==> config.mk <==
export PLATFORM = sky130hd
export DESIGN_NAME = codec_init_sequencer
export DESIGN_NICKNAME = d
export VERILOG_FILES = /design/src/rtl/codec_init_sequencer.sv
export SDC_FILE = /design/constraint.sdc
export NUM_CORES = 1
export LEC_CHECK = 0
export CAP_MARGIN = 40
export CORE_ASPECT_RATIO = 1.25
export CORE_MARGIN = 2
export CORE_UTILIZATION = 55
export DETAILED_ROUTE_END_ITERATION = 10
export HOLD_SLACK_MARGIN = 0.05
export PLACE_DENSITY_LB_ADDON = 0.2
export SLEW_MARGIN = 20
export SYNTH_ARGS = -nofsm -noshare
export SYNTH_HDL_FRONTEND = slang
export SYNTH_SLANG_ARGS = --single-unit
==> constraint.sdc <==
create_clock -name i_clk -period 3.5 [get_ports i_clk]
set_input_delay 0.35 -clock i_clk [delete_from_list [all_inputs] [get_ports i_clk]]
set_output_delay 0.35 -clock i_clk [all_outputs]
set_load 0.01 [all_outputs]
==> src/rtl/codec_init_sequencer.sv <==
// Power-up / on-request WM8731 configuration: walks seven 24-bit I2C write frames through I2cSender.
// Latency: first o_i2c_start one cycle after i_start is sampled; strobes spaced finish-delay + GAP_CYCLES + 1.
// Backpressure: each frame stalls until i_i2c_finished (aborts after TIMEOUT_CYCLES); i_start ignored while busy.
module codec_init_sequencer #(
    parameter int GAP_CYCLES     = 4,
    parameter int TIMEOUT_CYCLES = 100000
) (
    input  logic        i_clk,
    input  logic        i_rst_n,
    input  logic        i_start,
    output logic        o_i2c_start,
    output logic [23:0] o_i2c_dat,
    input  logic        i_i2c_finished,
    output logic        o_busy,
    output logic        o_done,
    output logic        o_error,
    output logic [2:0]  o_index
);

    localparam int GW = (GAP_CYCLES > 1) ? $clog2(GAP_CYCLES) : 1;
    localparam int TW = (TIMEOUT_CYCLES > 1) ? $clog2(TIMEOUT_CYCLES + 1) : 1;
    localparam logic [2:0] LAST_INDEX = 3'd6;

    typedef enum logic [2:0] {
        S_IDLE,
        S_SEND,
        S_WAIT,
        S_GAP,
        S_DONE,
        S_ERROR
    } state_t;

    state_t        state;
    state_t        state_n;
    logic [TW-1:0] tcnt;
    logic [TW-1:0] tcnt_n;
    logic [GW-1:0] gcnt;
    logic [GW-1:0] gcnt_n;
    logic [2:0]    index_n;
    logic          busy_n;
    logic          done_n;
    logic          error_n;
    logic          start_n;
    logic [23:0]   dat_n;
    logic          advance;

    // Codec register table: device address 0x34, then {7-bit register, 9-bit data}.
    function automatic logic [23:0] frame(input logic [2:0] idx);
        case (idx)
            3'd0:    frame = 24'h341E00;  // codec reset
            3'd1:    frame = 24'h340815;  // analog path
            3'd2:    frame = 24'h340A00;  // digital path
            3'd3:    frame = 24'h340C00;  // power-down control
            3'd4:    frame = 24'h340E42;  // interface format, master / I2S
            3'd5:    frame = 24'h341019;  // sampling control
            default: frame = 24'h341201;  // active
        endcase
    endfunction

    // Next-state and next-output logic; outputs are registered from the values computed here
    // so that the strobe and its frame appear together in the SEND cycle.
    always_comb begin
        state_n = state;
        tcnt_n  = tcnt;
        gcnt_n  = gcnt;
        index_n = o_index;
        busy_n  = o_busy;
        done_n  = o_done;
        error_n = o_error;
        start_n = 1'b0;
        dat_n   = o_i2c_dat;
        advance = 1'b0;

        case (state)
            S_IDLE, S_DONE, S_ERROR: begin
                if (i_start) begin
                    state_n = S_SEND;
                    index_n = 3'd0;
                    busy_n  = 1'b1;
                    done_n  = 1'b0;
                    error_n = 1'b0;
                end
            end
            S_SEND: begin
                state_n = S_WAIT;
                tcnt_n  = '0;
            end
            S_WAIT: begin
                // Finished takes priority over a coincident timeout.
                if (i_i2c_finished) begin
                    if (GAP_CYCLES == 0) begin
                        advance = 1'b1;
                    end else begin
                        state_n = S_GAP;
                        gcnt_n  = '0;
                    end
                end else if (int'(tcnt) + 1 >= TIMEOUT_CYCLES - 1) begin
                    state_n = S_ERROR;
                    error_n = 1'b1;
                    busy_n  = 1'b0;
                end else begin
                    tcnt_n = tcnt + TW'(1);
                end
            end
            S_GAP: begin
                if (int'(gcnt) + 1 >= GAP_CYCLES) begin
                    advance = 1'b1;
                end else begin
                    gcnt_n = gcnt + GW'(1);
                end
            end
            default: begin
                state_n = S_IDLE;
            end
        endcase

        // Move on to the next frame, or finish after the last one.
        if (advance) begin
            if (o_index == LAST_INDEX) begin
                state_n = S_DONE;
                busy_n  = 1'b0;
                done_n  = 1'b1;
            end else begin
                state_n = S_SEND;
                index_n = o_index + 3'd1;
            end
        end

        if (state_n == S_SEND) begin
            start_n = 1'b1;
            dat_n   = frame(index_n);
        end
    end

    // State, counters and registered outputs.
    always_ff @(posedge i_clk or negedge i_rst_n) begin
        if (!i_rst_n) begin
            state       <= S_IDLE;
            tcnt        <= '0;
            gcnt        <= '0;
            o_index     <= 3'd0;
            o_busy      <= 1'b0;
            o_done      <= 1'b0;
            o_error     <= 1'b0;
            o_i2c_start <= 1'b0;
            o_i2c_dat   <= 24'h000000;
        end else begin
            state       <= state_n;
            tcnt        <= tcnt_n;
            gcnt        <= gcnt_n;
            o_index     <= index_n;
            o_busy      <= busy_n;
            o_done      <= done_n;
            o_error     <= error_n;
            o_i2c_start <= start_n;
            o_i2c_dat   <= dat_n;
        end
    end

endmodule

==> results_dict.tcl <==
set metrics [dict create \
    synth_compound_area_frac 0.196 \
    hold_path_class "register to register" \
    synth.top_cells.by_area "dfrtp_1 (38%), nand3_1 (5.5%), buf_4 (4.1%)" \
    cts_tree "done" \
    initial_core_util 0.578 \
    r2r-end "tcnt[10]" \
    power_density_nw_per_um2 569 \
    relSlewSlack 0.657 \
    avgSynthCellArea_um2 8.61 \
    ys.flop_type "dfrtp_1" \
    p_total_uw 1650 \
    dieArea_um2 5210 \
    regToRegSetupSlack_ns 0.32 \
    start_kind "register" \
    ys_types 56 \
    period_share 0.907 \
    synth_fa_ha_area_frac 0.0245 \
    max_cap_violations 0 \
    syn-instance-count 297 \
    drt-pass1-iter-count 4 \
    r2r-start "tcnt[0]" \
    via_per_inst 6.02 \
    crit_buf_inv 0 \
    io_buffers 23 \
    crit_arrival_ns 3.39 \
    hp-start "o_i2c_dat[2]" \
    diodes 0 \
    crit_family "simple AND/OR/NAND/NOR gates" \
    post-place-cells 360 \
    fin_skew_ns 0.00247 \
    syn_area_um2 2560 \
    grt_pass1_vias 2128 \
    worst_path_max_delay_cell "or4_1" \
    r2r_cells 9 \
    yosys.area_share.xor_xnor 0.0240 \
    grt_pass1_wl_um 9920 \
    root_buffer "clkbuf_8" \
    grt_max_degree 33 \
    grt_use_total 0.244 \
    area_growth_pct 13.3 \
    final_cells 369 \
    rsz0062_at_grt "false" \
    p_leak_uw 0.00120 \
    clkSinkCount 39 \
    fp.coreArea_um2 4430 \
    crit_top_cell "o211ai_1" \
    die_w_um 65.0 \
    synth_largest_area_cell "dfrtp_1" \
    antenna_found_initial 0 \
    pin_count 35 \
    post-route-drc-count 0 \
    synth_top_family_by_area "simple AND/OR/NAND/NOR gates" \
    globalplace.congestion 0.902 \
    htree_levels 2 \
    final_util 0.655 \
    hold_depth 1 \
    clk_pin_slew_ns 0.08 \
    ys_warn_count 0 \
    vias 2223 \
    synthMuxAreaShare 0.00783 \
    drt_iter0_drc 203 \
    max_stage_delay_ns 0.69 \
    synth_top_cell_area_share 0.382 \
    synth-edff-count 0 \
    hold_viol_final 0 \
    synthArstFlopShare 1.00 \
    ys_seq_elements 39 \
    grt_overflow 0 \
    drive_above_1_share 0.0836 \
    fin_nets 319 \
    hold-path-endpoint "o_i2c_dat[2]" \
    drt_wl_total_um 5690 \
    peakVddDrop_mv 0.354 \
    placementRows 27 \
    antenna_left 0 \
    cp_max_fo 32 \
    worstPathRequired_ns 3.72 \
    setup-tns-final_ns 0 \
    finalMaxSlewViolations 0 \
    numCtsBuffers 5 \
    worstSetupPathType "register to register" \
    end_kind "register" \
    fmax_ghz 0.315 \
    worstMarginPinSlew_ns 0.510 \
    dieHeight_um 80.2 \
    wl_per_cell_um 15.4 \
    clock_latency_ns 0.29 \
    dp_hpwl_um 4020 \
    cts_max_path_buffers 2 \
    status "completed" \
    synth-simple-area-share 0.266 \
    yosysSeqAreaShare 0.382 \
    worstPathCellList "ha_1 -> nand4_1 -> or2_1 -> o32ai_1 -> o211ai_1 -> or4_1 -> nand3_4 -> o21ai_2 -> o211ai_1" \
    setup_viol 0 \
    fin_crit_ns 3.18 \
]
-- report_power, final --
part	switching, uW	leakage, uW	internal [uW]	total (uW)
registers	100	0.000501	532	632
clock network	172	0.0000581	212	385
logic	367	0.000645	263	630
total	640	0.00120	1010	1650
-- worst max path at each step --
stage / from / endpoint / cells past startpoint
final: tcnt[0] / tcnt[10] / 9
after global routing: tcnt[0] / tcnt[10] / 9
after CTS: tcnt[0] / tcnt[0] / 9
after detailed placement: tcnt[3] / tcnt[0] / 8
after global placement: tcnt[0] / tcnt[10] / 9
after floorplan: tcnt[1] / tcnt[3] / 12
-- layout make-up --
| type | count | area, um2 |
|---|---|---|
| clock buffers | 5 | 68.8 |
| clock inverters | 3 | 43.8 |
| fillers | 366 | 1530 |
| inverters | 8 | 30.0 |
| multi-input cells | 222 | 1380 |
| flip-flops and latches | 39 | 976 |
| well taps | 58 | 72.6 |
| repair buffers | 34 | 330 |
-- sequential cells by signal, indices dropped and copies added, names as in the netlist --
name / flops
o_done: 1
tcnt: 17
gcnt: 2
o_index: 3
o_error: 1
o_i2c_dat: 10
state: 3
o_busy: 1
o_i2c_start: 1
-- stage by stage --
| stage | area (um2) | worst slack, ns | hold WS, ns |
|---|---|---|---|
| after detailed placement | 2770 | 0.290 | 0.329 |
| after global placement | 2740 | 0.390 | 0.459 |
| final | 2900 | 0.325 | 0.480 |
| after global routing | 2900 | 0.0465 | 0.497 |
| after floorplan | 2590 | 0.781 | 0.0544 |
| after CTS | 2890 | 0.153 | 0.486 |
-- layout by cell type, fill, tap and decap left out, types with 3 or more instances in the layout --
cell type,synthesis,layout
and2_1,3,3
buf_4,14,9
a21oi_1,15,15
o31ai_1,3,3
dfrtp_1,39,39
nand4_1,4,4
inv_1,8,8
nor4b_1,3,3
a31oi_1,3,3
ha_1,5,5
and3_1,3,3
a21o_1,3,3
conb_1,1,11
clkbuf_8,0,5
or2_2,3,3
nor2_1,17,17
nand2_1,24,24
or3_1,5,5
or4_1,4,4
o21ai_0,8,8
xor2_1,4,4
nand3_1,28,28
a211oi_1,3,3
nor3_1,9,9
xnor2_1,3,3
o21a_1,4,4
clkdlybuf4s50_1,0,22
o32ai_1,3,3
nand2b_1,8,8
o211ai_1,12,12
-- per-layer routing --
layer | wire (um) | vias to the layer above | GRT usage
met2 | 2870 | 56 | 0.419
met1 | 2450 | 1067 | 0.299
li1 | - | 1089 | -
met3 | 226 | 11 | 0.0378
met5 | 0 | - | 0
met4 | 136 | 0 | 0.111
-- synth_stat cells (4+ instances only) --
library cell	count
dfrtp_1	39
nand3_1	28
nand2_1	24
nor2_1	17
a21oi_1	15
buf_4	14
clkbuf_1	12
o211ai_1	12
nor3_1	9
buf_2	8
inv_1	8
nand2b_1	8
o21ai_0	8
ha_1	5
or3_1	5
nand4_1	4
o21a_1	4
or4_1	4
xor2_1	4
-- timing repair --
action | CTS | global route
hold endpoints to repair | 17 | 0
gates resized for setup | 0 | 1
setup buffers | 0 | 0
hold buffers | 1 | 0
setup endpoints to repair | 0 | 15
-- logic make-up (layout without fill, tap and decap cells) --
| kind of cell | count (synthesis) | in the layout |
|---|---|---|
| flops | 39 | 39 |
| other cells | 1 | 11 |
| buf+inv | 46 | 50 |
| compound gates | 72 | 72 |
| mux | 2 | 2 |
| simple gates | 125 | 125 |
| xor+xnor | 7 | 7 |
| fa+ha+maj | 5 | 5 |
Note: power is estimated with default switching activity, not from simulation.
